[config.mk]
export PLATFORM = sky130hd
export DESIGN_NAME = program_sequencer_stall_flat
export DESIGN_NICKNAME = d
export VERILOG_FILES = /design/src/rtl/program_sequencer_stall_if.sv /design/src/rtl/program_sequencer_stall.sv /design/src/flat_wrapper.sv
export SDC_FILE = /design/constraint.sdc
export NUM_CORES = 1
export LEC_CHECK = 0
export ABC_AREA = 1
export CAP_MARGIN = 30
export CELL_PAD_IN_SITES_DETAIL_PLACEMENT = 0
export CELL_PAD_IN_SITES_GLOBAL_PLACEMENT = 2
export CORE_MARGIN = 4
export CORE_UTILIZATION = 23
export CTS_BUF_LIST = sky130_fd_sc_hd__clkbuf_2
export DETAILED_ROUTE_END_ITERATION = 8
export PLACE_DENSITY_LB_ADDON = 0.12
export SETUP_SLACK_MARGIN = 0.2
export SLEW_MARGIN = 15
export SYNTH_ARGS = -nofsm -noshare
export SYNTH_HDL_FRONTEND = slang
export SYNTH_SLANG_ARGS = --single-unit
[constraint.sdc]
create_clock -name clk -period 2.6 [get_ports clk]
set_input_delay 0.52 -clock clk [delete_from_list [all_inputs] [get_ports clk]]
set_output_delay 0.52 -clock clk [all_outputs]
set_load 0.1 [all_outputs]
[src/rtl/program_sequencer_stall_if.sv]
// Program sequencer bus: decode inputs from the instruction
// decoder and ALU, fetch address and pc outputs back.
interface program_sequencer_stall_if #(
    parameter int PC_W = 8
);
    logic            jmp;
    logic            jmp_nz;
    logic [3:0]      jmp_addr;
    logic            dont_jmp;
    logic            NOPC8;
    logic            NOPCF;
    logic            NOPD8;
    logic            NOPDF;
    logic [PC_W-1:0] pm_addr;
    logic [PC_W-1:0] pc;
    logic            count_flag;
    logic [PC_W-1:0] from_PS;

    modport master (
        output jmp, jmp_nz, jmp_addr, dont_jmp,
        output NOPC8, NOPCF, NOPD8, NOPDF,
        input  pm_addr, pc, count_flag, from_PS
    );

    modport slave (
        input  jmp, jmp_nz, jmp_addr, dont_jmp,
        input  NOPC8, NOPCF, NOPD8, NOPDF,
        output pm_addr, pc, count_flag, from_PS
    );
endinterface

[src/rtl/program_sequencer_stall.sv]
// Program sequencer with jump handling and multi-cycle stall
// NOPs that hold the pc while the decoder keeps its ir.
module program_sequencer_stall #(
    parameter int PC_W = 8
) (
    input logic                     clk,
    input logic                     sync_reset,
    program_sequencer_stall_if.slave bus
);
    typedef enum logic {
        RUN,
        STALL
    } state_t;

    state_t          state;
    state_t          state_d;
    logic [3:0]      cnt;
    logic [3:0]      cnt_d;
    logic [3:0]      stall_len;
    logic            nop_any;
    logic            taken;
    logic            hold;
    logic [PC_W-1:0] pc_q;
    logic [PC_W-1:0] target;
    logic [PC_W-1:0] pc_inc;
    logic [PC_W-1:0] next_addr;

    assign nop_any = bus.NOPC8 | bus.NOPCF | bus.NOPD8 | bus.NOPDF;
    assign taken   = bus.jmp | (bus.jmp_nz & ~bus.dont_jmp);
    assign target  = PC_W'({bus.jmp_addr, 4'h0});
    assign pc_inc  = pc_q + PC_W'(1);

    // Stall length minus one; the longest NOP wins when several fire.
    always_comb begin
        stall_len = 4'd0;
        if (bus.NOPDF) begin
            stall_len = 4'd14;
        end else if (bus.NOPD8) begin
            stall_len = 4'd6;
        end else if (bus.NOPCF) begin
            stall_len = 4'd2;
        end else if (bus.NOPC8) begin
            stall_len = 4'd0;
        end
    end

    // FSM next state, down-counter and hold request.
    always_comb begin
        state_d = state;
        cnt_d   = cnt;
        hold    = 1'b0;
        unique case (state)
            RUN: begin
                if (nop_any) begin
                    hold    = 1'b1;
                    cnt_d   = stall_len;
                    state_d = STALL;
                end
            end
            STALL: begin
                if (cnt != 4'd0) begin
                    hold  = 1'b1;
                    cnt_d = cnt - 4'd1;
                end else begin
                    state_d = RUN;
                end
            end
            default: begin
                state_d = RUN;
                cnt_d   = 4'd0;
            end
        endcase
        if (sync_reset) begin
            hold = 1'b0;
        end
    end

    // Fetch address: reset, jumps, stall hold, then sequential.
    always_comb begin
        next_addr = pc_inc;
        if (sync_reset) begin
            next_addr = '0;
        end else if (taken) begin
            next_addr = target;
        end else if (hold) begin
            next_addr = pc_q;
        end
    end

    // Register pc and the stall FSM; reset forces RUN.
    always_ff @(posedge clk) begin
        pc_q <= next_addr;
        if (sync_reset) begin
            state <= RUN;
            cnt   <= 4'd0;
        end else begin
            state <= state_d;
            cnt   <= cnt_d;
        end
    end

    assign bus.pm_addr    = next_addr;
    assign bus.pc         = pc_q;
    assign bus.from_PS    = pc_q;
    assign bus.count_flag = hold;
endmodule

[src/flat_wrapper.sv]
// flat-port wrapper written by rule: the top's interface ports become plain ports
module program_sequencer_stall_flat 
#(
    parameter int PC_W = 8
)
  (clk, sync_reset, bus_jmp, bus_jmp_nz, bus_jmp_addr, bus_dont_jmp, bus_NOPC8, bus_NOPCF, bus_NOPD8, bus_NOPDF, bus_pm_addr, bus_pc, bus_count_flag, bus_from_PS);
  program_sequencer_stall_if #(.PC_W(PC_W)) bus_i ();
  input logic clk;
  input logic sync_reset;
  input wire logic [$bits(bus_i.jmp)-1:0] bus_jmp;
  input wire logic [$bits(bus_i.jmp_nz)-1:0] bus_jmp_nz;
  input wire logic [$bits(bus_i.jmp_addr)-1:0] bus_jmp_addr;
  input wire logic [$bits(bus_i.dont_jmp)-1:0] bus_dont_jmp;
  input wire logic [$bits(bus_i.NOPC8)-1:0] bus_NOPC8;
  input wire logic [$bits(bus_i.NOPCF)-1:0] bus_NOPCF;
  input wire logic [$bits(bus_i.NOPD8)-1:0] bus_NOPD8;
  input wire logic [$bits(bus_i.NOPDF)-1:0] bus_NOPDF;
  output wire logic [$bits(bus_i.pm_addr)-1:0] bus_pm_addr;
  output wire logic [$bits(bus_i.pc)-1:0] bus_pc;
  output wire logic [$bits(bus_i.count_flag)-1:0] bus_count_flag;
  output wire logic [$bits(bus_i.from_PS)-1:0] bus_from_PS;
  assign bus_i.jmp = bus_jmp;
  assign bus_i.jmp_nz = bus_jmp_nz;
  assign bus_i.jmp_addr = bus_jmp_addr;
  assign bus_i.dont_jmp = bus_dont_jmp;
  assign bus_i.NOPC8 = bus_NOPC8;
  assign bus_i.NOPCF = bus_NOPCF;
  assign bus_i.NOPD8 = bus_NOPD8;
  assign bus_i.NOPDF = bus_NOPDF;
  assign bus_pm_addr = bus_i.pm_addr;
  assign bus_pc = bus_i.pc;
  assign bus_count_flag = bus_i.count_flag;
  assign bus_from_PS = bus_i.from_PS;
  program_sequencer_stall #(.PC_W(PC_W)) u_core (.clk(clk), .sync_reset(sync_reset), .bus(bus_i));
endmodule
* Word-level counts from Yosys, hierarchy flattened
Cells that the tools add are included.
** Storage, ports and cells
- Flip-flop bits (word level) :: 13
- Word-level logic and storage cells :: 29
** Operators by class
- $add $sub $neg :: 2
- Eq/ne operators :: 2
- Multiplexer cells :: 13
- Bitwise logic cells :: 7
- Reductions and logical operators :: 2
** Operator list (count)
- 8-bit two-way mux :: 3
- 4-bit two-way mux :: 4
- 8-bit by 1-bit adder with 8-bit output (second input constant) :: 1
- 4-bit one-hot mux with 2 select lines :: 1
- 1-bit OR :: 4
- 4-bit nonzero test :: 1
- 4-bit by 1-bit subtractor with 4-bit output (second input constant) :: 1
- 1-bit two-way mux :: 3
- 2-bit two-way mux :: 1
- 2-bit by 1-bit != test with 1-bit output (second input constant) :: 1
- 2-bit != test (second input constant) :: 1
- 1-bit inverter :: 2
- 1-bit one-hot mux with 2 select lines :: 1
- 2-bit AND reduction :: 1
- 1-bit AND :: 1

* Longest topological paths before layout
- Depth in word-level cells :: 9
- Depth in mapped cells :: 9
- Mapped depth without buffers :: 9

* Worst setup path after synthesis
No wires, ideal clock.
- Path type :: register to output
- From :: register u_core.pc_q[0] (netlist: u_core.bus.from_PS[0])
- To :: output bus_pm_addr[4]
- Data arrival time :: 3.281 ns
- Data required time :: 2.080 ns
- Setup slack :: -1.201 ns
- Cell stages (with the launch flop) :: 10
- Buffers on the path :: 0
- Path through :: dfxtp_1 > ha_1 > nand2_1 > inv_1 > nand2_1 > nand2_1 > o21ai_0 > nand2_1 > nand2_1 > a21oi_1
** On the way
- Longest elaborated chain between the ends :: 4
** Ends and longest elaborated chain
- start, declared :: line program_sequencer_stall.sv:23 : logic [PC_W-1:0] pc_q;
- start signal, assigned :: line program_sequencer_stall.sv:92 : pc_q <= next_addr;
- 8-bit by 1-bit adder with 8-bit output :: line program_sequencer_stall.sv:31 : assign pc_inc = pc_q + PC_W'(1);
- 8-bit two-way mux :: line program_sequencer_stall.sv:85 : end else if (hold) begin
- 8-bit two-way mux :: line program_sequencer_stall.sv:83 : end else if (taken) begin
- 8-bit two-way mux :: line program_sequencer_stall.sv:81 : if (sync_reset) begin
- end, declared :: line flat_wrapper.sv:18 : output wire logic [$bits(bus_i.pm_addr)-1:0] bus_pm_addr;
Every way passes these cells.

* Worst setup path after layout
- From :: register u_core.cnt[0]
- To :: output bus_pm_addr[0]
** On the way
- Longest elaborated chain between the ends :: 7
** Ends and longest elaborated chain
- start, declared :: line program_sequencer_stall.sv:17 : logic [3:0] cnt;
- start signal, assigned :: line program_sequencer_stall.sv:98 : cnt <= cnt_d;
- 4-bit nonzero test :: line program_sequencer_stall.sv:61 : if (cnt != 4'd0) begin
- 1-bit two-way mux :: line program_sequencer_stall.sv:61
- 1-bit one-hot mux with 2 select lines :: line program_sequencer_stall.sv:52 : unique case (state)
- 1-bit two-way mux :: line program_sequencer_stall.sv:73 : if (sync_reset) begin
- 8-bit two-way mux :: line program_sequencer_stall.sv:85
- 8-bit two-way mux :: line program_sequencer_stall.sv:83
- 8-bit two-way mux :: line program_sequencer_stall.sv:81
Every way passes these cells.

==> flow_metrics.tcl <==
set metrics [dict create \
    worst_slew_pin_slew_ns 0.321 \
    ys.flop_type "dfxtp_1" \
    first_iter_violations 54 \
    crit_path_start "u_core.cnt[0]" \
    layout_common_cells "buf_4 (38), nand2_1 (22), nand3_1 (11)" \
    overflow 0 \
    grt_setup_unrepaired "yes" \
    n_antenna_cell 0 \
    ys_ff_latch 13 \
    post-route-min-period_ns 2.37 \
    drive_gt1_share_pct 55.7 \
    cts_buffers 3 \
    leakage_nw 0.766 \
    p_per_area_mw_per_mm2 531 \
    worstPathMaxFanout 5 \
    cts_root_buffer "clkbuf_2" \
    cts.clk_slew.worst_paths_ns 0.15 \
    fin_cells 229 \
    start_util_pct 24.4 \
    firstDrtPassIters 4 \
    timing.setup.tns_ns 0 \
    arrival_ns 1.85 \
    num_vias 1008 \
    antenna_left 0 \
    dieArea_mm2 0.00466 \
    die_x_um 68.2 \
    grt_pass1_vias 994 \
    grt_antenna_before_repair 0 \
    synth_fp_nets 142 \
    max-slew-margin-rel_pct 78.4 \
    place.detailed.hpwl_um 1840 \
    setup_violations 0 \
    critPathLaunchType "register" \
    portBuffers 37 \
    wl_per_cell_um 12.2 \
    ys.warnings.count 0 \
    post-route-period-util_pct 91.1 \
    dp.cells 205 \
    area_growth_pct 95.4 \
    routabilityCongestion 0.710 \
    endpoint_kind "output port" \
    cts_tree "done" \
    cap_violations 0 \
    syn-mean-instance-area_um2 6.57 \
    drc 0 \
    async_flop_share_pct 0 \
    yosysSeqAreaShare_pct 31.2 \
    synthesis.area_um2 835 \
    regToRegStartpoint "u_core.cnt[0]" \
    fin_worst_skew_ns 0.00389 \
    holdBufCountCts 0 \
    clock_path_buffers 2 \
    nets 199 \
    synthCells 127 \
    coreArea_mm2 0.00342 \
    synth_edf_count 0 \
    num_rows 21 \
    hp-class "reg2reg" \
    max_freq_mhz 422 \
    routed_wl_um 2800 \
    num_io_pins 38 \
    cts_sinks 13 \
    die_y_um 68.2 \
    slew_viol_final 0 \
    required_ns 2.08 \
    grt_max_degree 9 \
    hold_path_startpoint "u_core.cnt[0]" \
    final_common_cell "buf_4" \
    peakVddDrop_v 0.000227 \
    grt_pass1_wl_um 4600 \
    status "finished clean" \
    ys_types 21 \
    h-tree-depth 1 \
    hold_viol_final 0 \
    crit_type "reg2out" \
    viasPerCell 4.40 \
    track_usage_pct 13.5 \
    insertion_delay_ns 0.28 \
]
==> per-layer routing <==
metal  global-route usage (%)  share of wire (%)  up-vias
li1                         -                  -      513
met1                     16.9                 44      450
met2                     21.9                 47       39
met3                     4.60                7.3        6
met4                     3.97                1.8        0
met5                        0                  0        -
==> cell type report <==
| class | count | area (um2) |
|---|---|---|
| Fill cell | 356 | 1790 |
| Multi-Input combinational cell | 85 | 601 |
| Timing Repair Buffer | 59 | 582 |
| Sequential cell | 13 | 278 |
| Inverter | 21 | 87.6 |
| Tap cell | 46 | 57.6 |
| Clock buffer | 4 | 20.0 |
| Timing Repair inverter | 1 | 5.00 |
==> power by group <==
| part | switching, mW | internal, mW | total [mW] |
|---|---|---|---|
| Sequential | 0.0219 | 0.222 | 0.244 |
| Clock | 0.0747 | 0.0408 | 0.115 |
| Combinational | 0.333 | 0.173 | 0.506 |
| Total | 0.430 | 0.435 | 0.865 |
==> state kept, by name (all words and copies together), names as in the netlist <==
name and cells:
u_core.state 1, u_core.cnt 4, u_core.bus.from_PS 8
==> synthesized netlist by cell type (2+ instances only) <==
cell type / count / area, um2
nor2_1: 7 / 26.3
inv_1: 18 / 67.6
ha_1: 2 / 25.0
o21ai_0: 11 / 55.1
nand2_1: 31 / 116
nand3_1: 12 / 60.1
a21oi_1: 8 / 40.0
xnor2_1: 2 / 17.5
dfxtp_1: 13 / 260
nand2_2: 2 / 12.5
buf_4: 8 / 60.1
inv_2: 3 / 11.3
nand2_4: 2 / 22.5
==> kinds of logic after synthesis <==
family | synth area share (%)
compound gates | 16.6
xor+xnor | 2.10
fa+ha+maj | 3.00
buf+inv | 17.1
flops | 31.2
simple gates | 30.0
==> path summary, 6_finish.rpt <==
check,slack (ns),end,cells past startpoint
worst max-delay path,0.23,bus_pm_addr[0],8
worst min-delay path,0.43,u_core.cnt[0],1
worst max register to register,1.15,u_core.bus.from_PS[0],7
worst min register to register,0.43,u_core.cnt[0],1
==> per-stage QoR <==
stage / cell area (um2) / util (%) / hold WS [ns] / setup slack, ns / power, mW
global route: 1630 / 47.7 / 0.448 / 0.142 / 0.910
finish: 1630 / 47.7 / 0.435 / 0.231 / 0.865
floorplan: 933 / - / 0.403 / 0.216 / 0.567
detailed placement: 1380 / 40.3 / 0.416 / 0.0607 / 0.677
CTS: 1580 / 46.2 / 0.433 / 0.158 / 0.853
global placement: 1380 / 40.3 / 0.415 / 0.0560 / 0.679
==> worst max-delay path: stages, from the launching register on <==
cell and delay, ns:
dfxtp_2 0.35, inv_2 0.07, ha_4 0.15, nand2_4 0.06
o21ai_4 0.21, nand2_4 0.11, or2_4 0.25, a21oi_4 0.16
buf_12 0.19
==> repair_timing <==
item                                    CTS  global route
gates resized for setup                  26            14
gates cloned                              2             0
endpoints found under the setup margin    8             8
pin swaps                                14            14
buffers inserted                         15             3
(Power assumes the default switching activity.)
